### src/rtl/stream_rr_arbiter_pkg.sv
// Shared definitions for the round-robin stream arbiter: FSM encoding and index-width helper.
package stream_arb_pkg;

  typedef enum logic {
    ARB_IDLE = 1'b0,
    ARB_BUSY = 1'b1
  } arb_state_e;

  // Keeps index vectors at least one bit wide when a parameter collapses to 1.
  function automatic int idx_width(input int n);
    return (n > 1) ? $clog2(n) : 1;
  endfunction

endpackage

### src/rtl/stream_rr_arbiter_if.sv
// Bundle of the NUM_IN upstream valid/ready streams and the single shared downstream stream.
interface stream_rr_arbiter_if #(
  parameter int NUM_IN     = 4,
  parameter int DATA_WIDTH = 32
) ();
  localparam int SRC_W = stream_arb_pkg::idx_width(NUM_IN);

  logic [NUM_IN*DATA_WIDTH-1:0] in_data;
  logic [NUM_IN-1:0]            in_valid;
  logic [NUM_IN-1:0]            in_last;
  logic [NUM_IN-1:0]            in_ready;
  logic [DATA_WIDTH-1:0]        out_data;
  logic                         out_valid;
  logic                         out_last;
  logic [SRC_W-1:0]             out_src;
  logic                         out_ready;

  modport master (
    output in_data, in_valid, in_last, out_ready,
    input  in_ready, out_data, out_valid, out_last, out_src
  );

  modport slave (
    input  in_data, in_valid, in_last, out_ready,
    output in_ready, out_data, out_valid, out_last, out_src
  );
endinterface

### src/rtl/stream_rr_arbiter_picker.sv
// Combinational round-robin search: first requester after last_grant, wrapping modulo NUM_IN.
module rr_priority_picker
  import stream_arb_pkg::*;
#(
  parameter int NUM_IN = 4,
  localparam int SRC_W = idx_width(NUM_IN)
) (
  input  logic [NUM_IN-1:0] req,
  input  logic [SRC_W-1:0]  last_grant,
  output logic [SRC_W-1:0]  gnt_idx,
  output logic              gnt_any
);

  always_comb begin
    gnt_idx = '0;
    gnt_any = 1'b0;
    // last_grant itself is searched last, so a lone requester can be re-granted.
    for (int k = 1; k <= NUM_IN; k++) begin
      if (!gnt_any && req[(int'(last_grant) + k) % NUM_IN]) begin
        gnt_any = 1'b1;
        gnt_idx = SRC_W'((int'(last_grant) + k) % NUM_IN);
      end
    end
  end

endmodule

### src/rtl/stream_rr_arbiter.sv
// Round-robin arbiter sharing one downstream stream between NUM_IN sources, one burst per grant.
// state    | meaning
// ARB_IDLE | bubble cycle: nothing forwarded, next source picked from in_valid
// ARB_BUSY | granted source muxed straight through until last beat or MAX_BURST beats
module stream_rr_arbiter
  import stream_arb_pkg::*;
#(
  parameter int NUM_IN     = 4,
  parameter int DATA_WIDTH = 32,
  parameter int MAX_BURST  = 16
) (
  input logic                clk,
  input logic                reset,
  stream_rr_arbiter_if.slave bus
);

  localparam int SRC_W = idx_width(NUM_IN);
  localparam int CNT_W = idx_width(MAX_BURST + 1);

  arb_state_e       state;
  logic [SRC_W-1:0] grant;
  logic [SRC_W-1:0] last_grant;
  logic [SRC_W-1:0] pick_idx;
  logic             pick_any;
  logic [CNT_W-1:0] burst_cnt;
  logic [CNT_W-1:0] burst_nxt;
  logic             beat;
  logic             burst_done;

  rr_priority_picker #(.NUM_IN(NUM_IN)) u_picker (
    .req        (bus.in_valid),
    .last_grant (last_grant),
    .gnt_idx    (pick_idx),
    .gnt_any    (pick_any)
  );

  assign beat       = (state == ARB_BUSY) && bus.in_valid[grant] && bus.out_ready;
  assign burst_nxt  = burst_cnt + CNT_W'(1);
  assign burst_done = bus.in_last[grant] || (burst_nxt == CNT_W'(MAX_BURST));

  always_ff @(posedge clk) begin
    if (reset) begin
      state      <= ARB_IDLE;
      grant      <= '0;
      last_grant <= SRC_W'(NUM_IN - 1);
      burst_cnt  <= '0;
    end else begin
      case (state)
        ARB_IDLE: begin
          if (pick_any) begin
            grant     <= pick_idx;
            burst_cnt <= '0;
            state     <= ARB_BUSY;
          end
        end
        ARB_BUSY: begin
          if (beat) begin
            burst_cnt <= burst_nxt;
            if (burst_done) begin
              last_grant <= grant;
              state      <= ARB_IDLE;
            end
          end
        end
        default: state <= ARB_IDLE;
      endcase
    end
  end

  // in_ready depends only on state, grant and out_ready, never on in_valid.
  always_comb begin
    bus.out_valid = 1'b0;
    bus.out_last  = 1'b0;
    bus.out_data  = '0;
    bus.in_ready  = '0;
    if (state == ARB_BUSY) begin
      bus.out_valid       = bus.in_valid[grant];
      bus.out_last        = bus.in_last[grant];
      bus.out_data        = bus.in_data[int'(grant)*DATA_WIDTH +: DATA_WIDTH];
      bus.in_ready[grant] = bus.out_ready;
    end
  end

  assign bus.out_src = grant;

endmodule
### src/flat_wrapper.sv
// flat-port wrapper written by rule: the top's interface ports become plain ports
module stream_rr_arbiter_flat import stream_arb_pkg::*;
#(
  parameter int NUM_IN     = 4,
  parameter int DATA_WIDTH = 32,
  parameter int MAX_BURST  = 16
)
  (clk, reset, bus_in_data, bus_in_valid, bus_in_last, bus_out_ready, bus_in_ready, bus_out_data, bus_out_valid, bus_out_last, bus_out_src);
  stream_rr_arbiter_if #(.NUM_IN(NUM_IN), .DATA_WIDTH(DATA_WIDTH)) bus_i ();
  input logic clk;
  input logic reset;
  input wire logic [$bits(bus_i.in_data)-1:0] bus_in_data;
  input wire logic [$bits(bus_i.in_valid)-1:0] bus_in_valid;
  input wire logic [$bits(bus_i.in_last)-1:0] bus_in_last;
  input wire logic [$bits(bus_i.out_ready)-1:0] bus_out_ready;
  output wire logic [$bits(bus_i.in_ready)-1:0] bus_in_ready;
  output wire logic [$bits(bus_i.out_data)-1:0] bus_out_data;
  output wire logic [$bits(bus_i.out_valid)-1:0] bus_out_valid;
  output wire logic [$bits(bus_i.out_last)-1:0] bus_out_last;
  output wire logic [$bits(bus_i.out_src)-1:0] bus_out_src;
  assign bus_i.in_data = bus_in_data;
  assign bus_i.in_valid = bus_in_valid;
  assign bus_i.in_last = bus_in_last;
  assign bus_i.out_ready = bus_out_ready;
  assign bus_in_ready = bus_i.in_ready;
  assign bus_out_data = bus_i.out_data;
  assign bus_out_valid = bus_i.out_valid;
  assign bus_out_last = bus_i.out_last;
  assign bus_out_src = bus_i.out_src;
  stream_rr_arbiter #(.NUM_IN(NUM_IN), .DATA_WIDTH(DATA_WIDTH), .MAX_BURST(MAX_BURST)) u_core (.clk(clk), .reset(reset), .bus(bus_i));
endmodule
### config.mk
export PLATFORM = sky130hd
export DESIGN_NAME = stream_rr_arbiter_flat
export DESIGN_NICKNAME = d
export VERILOG_FILES = /design/src/rtl/stream_rr_arbiter_pkg.sv /design/src/rtl/stream_rr_arbiter_if.sv /design/src/rtl/stream_rr_arbiter_picker.sv /design/src/rtl/stream_rr_arbiter.sv /design/src/flat_wrapper.sv
export SDC_FILE = /design/constraint.sdc
export NUM_CORES = 1
export LEC_CHECK = 0
export CAP_MARGIN = 10
export CORE_ASPECT_RATIO = 0.9
export CORE_MARGIN = 2
export CORE_UTILIZATION = 31
export CTS_CLUSTER_DIAMETER = 50
export DETAILED_ROUTE_END_ITERATION = 10
export PLACE_DENSITY = 0.89
export SLEW_MARGIN = 20
export SYNTH_ARGS = -nofsm -noshare
export SYNTH_HDL_FRONTEND = slang
export SYNTH_SLANG_ARGS = --single-unit
### constraint.sdc
create_clock -name clk -period 2.95 [get_ports clk]
set_input_delay 0.4425 -clock clk [delete_from_list [all_inputs] [get_ports clk]]
set_output_delay 0.4425 -clock clk [all_outputs]
set_load 0.1 [all_outputs]
==> impl_metrics.py <==
metrics = {
    "run_status": {
        "outcome": "finished clean",
    },
    "setup_path": {
        "crit_path_max_incr_delay_ns": 0.44,
        "buffering_stage_count_on_the_worst_path_with_inverters_included": 2,
        "critPathLaunchType": "register",
        "crit_chain": "buf_4 -> mux4_2 -> and2_1 -> buf_12",
        "path_delay_family": "buffers and inverters",
        "cell_with_the_largest_stage_delay_on_the_worst_path": "sky130_fd_sc_hd__dfxtp_2",
        "cp_data_arrival_time_ns": 1.93,
        "cp-end-kind": "output port",
        "worstPathMaxFanout": 33,
        "required_arrival_time_at_the_worst_endpoint_ns": 2.51,
        "setup.worst_path.class": "register to output port",
    },
    "sta": {
        "max_freq_mhz": 422,
        "setup_viol": 0,
        "max_slew_margin": 0.645,
        "drv_slew": 0,
        "hold_violations": 0,
        "fin_worst_skew_ns": 0.00376,
        "timing_worst_slew_pin_value_ns": 0.531,
        "unrepaired_setup_endpoints_after_global_routing": "no",
        "period_needed_ns": 2.37,
        "worst_hold_slack_ns": 0.540,
        "period_share": 0.803,
    },
    "finish": {
        "utilization": 0.788,
        "nets": 467,
        "nFillCells": 293,
        "area_growth_pct": 141,
        "drive_gt1_frac": 0.270,
        "diodes": 0,
    },
    "yosys": {
        "synthDominantCellAreaShare": 0.461,
        "syn-cell-area_mm2": 0.00161,
        "synth.net_count": 293,
        "ys_top_cells_by_area": "sky130_fd_sc_hd__mux4_2 (46%), sky130_fd_sc_hd__and2_1 (13%), sky130_fd_sc_hd__dfxtp_1 (12%)",
        "post_synth_inst_count": 153,
        "synthFlopType": "sky130_fd_sc_hd__dfxtp_1",
        "post_synth_num_cell_types": 32,
        "synth-seq-cells": 10,
        "ys_async_sr_fraction": 0,
        "avgSynthCellArea_um2": 10.5,
        "synthesis.yosys.warnings": 0,
        "synth-edff-count": 0,
        "netlist.top_cell.by_area": "sky130_fd_sc_hd__mux4_2",
        "synth_sequential_area_ratio": 0.124,
    },
    "clock_tree": {
        "worst_skew_pair.late_latency_ns": 0.24,
        "number_of_buffers_inserted_during_clock_tree_synthesis": 3,
        "postCtsHoldBufs": 0,
        "tritoncts": "yes",
        "cts_root_buffer": "sky130_fd_sc_hd__clkbuf_8",
        "post-cts-setup-buffers": 0,
        "cts_htree_levels": 1,
        "post_cts.resized_instances": 0,
        "cts.path.max_buffers": 2,
        "clk_pin_slew_ns": 0.05,
        "clkSinkCount": 10,
    },
    "power_and_ir_drop": {
        "power_density_relative_to_cell_area_mw_per_mm2": 479,
        "seq_power_share": 0.089,
        "comb_power_share": 0.820,
        "power.share.switching": 0.508,
        "leakagePower_nw": 1.42,
        "cellInternalPower_uw": 914,
        "power.net_switching_uw": 945,
        "worst_ir_drop_vdd_uv": 298,
        "p_clk_frac": 0.091,
    },
    "detailed_routing": {
        "route.final.wire_length_um": 8000,
        "drt-initial-drc-count": 98,
        "route.antenna.remaining_nets": 0,
        "route.detailed.drc": 0,
        "viasPerCell": 5.37,
        "route.detailed.wl_per_inst_um": 20.5,
        "dr_total_vias": 2098,
        "firstDrtPassIters": 4,
    },
    "die": {
        "die_h_um": 72.4,
        "placeableCoreArea_mm2": 0.00492,
        "initial_core_util": 0.327,
        "rows": 24,
        "top_level_ports": 179,
        "die_area_mm2": 0.00579,
        "die_w_um": 80,
    },
    "place": {
        "port-buffer-count": 178,
        "globalplace.congestion": 0.818,
        "post-dp-hpwl_um": 6720,
    },
    "grt": {
        "grt-ovfl-total": 0,
        "first_pass_grt_wire_length_um": 12000,
        "grt_antenna_before_repair": 0,
        "largest_net_degree_at_the_start_of_global_routing": 34,
        "first_global_vias": 2187,
        "grt_util_all_layers": 0.272,
    },
    "run": {
        "maxCapViolCount": 0,
    },
    "worst_hold_path": {
        "timing.hold.worst.class": "register to register",
    },
}
## path summary, 6_finish.rpt
check	from	to	slack, ns	cells past startpoint
worst max-delay path	u_core.bus.out_src[1]$_SDFFE_PP0P_	bus_out_data[13]	0.58	4
worst max register to register	u_core.bus.out_src[1]$_SDFFE_PP0P_	u_core.last_grant[1]$_SDFFE_PP1P_	1.14	5
worst min-delay path	u_core.burst_cnt[2]$_SDFFE_PP0P_	u_core.burst_cnt[2]$_SDFFE_PP0P_	0.54	2
worst min register to register	u_core.burst_cnt[2]$_SDFFE_PP0P_	u_core.burst_cnt[2]$_SDFFE_PP0P_	0.54	2
## synthesized netlist by cell type, types with 2 or more instances
library cell	instances
sky130_fd_sc_hd__a21oi_1	6
sky130_fd_sc_hd__nand2b_1	2
sky130_fd_sc_hd__dfxtp_1	10
sky130_fd_sc_hd__clkbuf_1	6
sky130_fd_sc_hd__inv_1	4
sky130_fd_sc_hd__and2_1	34
sky130_fd_sc_hd__nand2_1	4
sky130_fd_sc_hd__nand3_1	6
sky130_fd_sc_hd__a31oi_1	3
sky130_fd_sc_hd__or3_1	2
sky130_fd_sc_hd__buf_4	2
sky130_fd_sc_hd__mux2i_1	3
sky130_fd_sc_hd__nor2_1	12
sky130_fd_sc_hd__a211oi_1	3
sky130_fd_sc_hd__o22ai_1	2
sky130_fd_sc_hd__mux4_2	33
sky130_fd_sc_hd__nor3_1	3
sky130_fd_sc_hd__buf_2	4
## power groups by stage
stage                     Clock, mW  Sequential, mW  Combinational (mW)
after floorplan                   0           0.180               0.893
after global placement            0           0.167                1.50
after detailed placement          0           0.168                1.53
after CTS                     0.171           0.166                1.53
after global routing          0.179           0.169                1.57
final                         0.169           0.166                1.52
## layout by cell type, fill, tap and decap left out, types with 6 or more instances in the layout
cell type and instances:
sky130_fd_sc_hd__nand3_1 6, sky130_fd_sc_hd__and2_1 34, sky130_fd_sc_hd__a21oi_1 6, sky130_fd_sc_hd__buf_4 7
sky130_fd_sc_hd__dfxtp_1 8, sky130_fd_sc_hd__buf_12 38, sky130_fd_sc_hd__nor2_1 12, sky130_fd_sc_hd__clkdlybuf4s50_1 138
sky130_fd_sc_hd__mux4_2 33
## per-layer routing
layer / track usage / wire length (um)
met2: 0.482 / 4080
met4: 0.132 / 391
met1: 0.296 / 2720
met3: 0.0821 / 811
met5: 0 / 0
## through the flow
step	setup TNS (ns)	area, um2	power [mW]	setup slack [ns]	cells
CTS	0	3880	1.87	0.598	391
global route	0	3880	1.92	0.532	391
global placement	0	3830	1.67	0.692	387
finish	0	3880	1.86	0.581	391
detailed placement	0	3830	1.69	0.641	387
floorplan	-0.906	1620	1.07	-0.374	153
## cell families after synthesis
kind of cell / share of synthesized area
buffers and inverters: 0.0543
AO/OA/AOI/OAI: 0.0699
flip-flops: 0.124
AND/OR/NAND/NOR: 0.248
adder cells (fa/ha/maj): 0.00776
multiplexers: 0.496
## state kept, by name, indices dropped and copies added (netlist names)
name	count
u_core.bus.out_src	2
u_core.last_grant	2
u_core.state	1
u_core.burst_cnt	5
## area by class of cell
cell class | count | area (um2) | area share
multi-input combinational | 125 | 1330 | 0.344
timing repair buffer | 183 | 2190 | 0.565
inverter | 4 | 15.0 | 0.00387
clock buffer | 4 | 55.1 | 0.0142
tap | 65 | 81.3 | 0.0209
sequential | 10 | 203 | 0.0522
## worst reg2reg max path, cell delays in order, from the launching register on
cell and delay, ns:
sky130_fd_sc_hd__dfxtp_2 0.44, sky130_fd_sc_hd__buf_4 0.43, sky130_fd_sc_hd__mux4_1 0.26, sky130_fd_sc_hd__inv_1 0.06, sky130_fd_sc_hd__a21oi_1 0.29, sky130_fd_sc_hd__mux2i_1 0.25
Power figures use the tool's default switching activity.
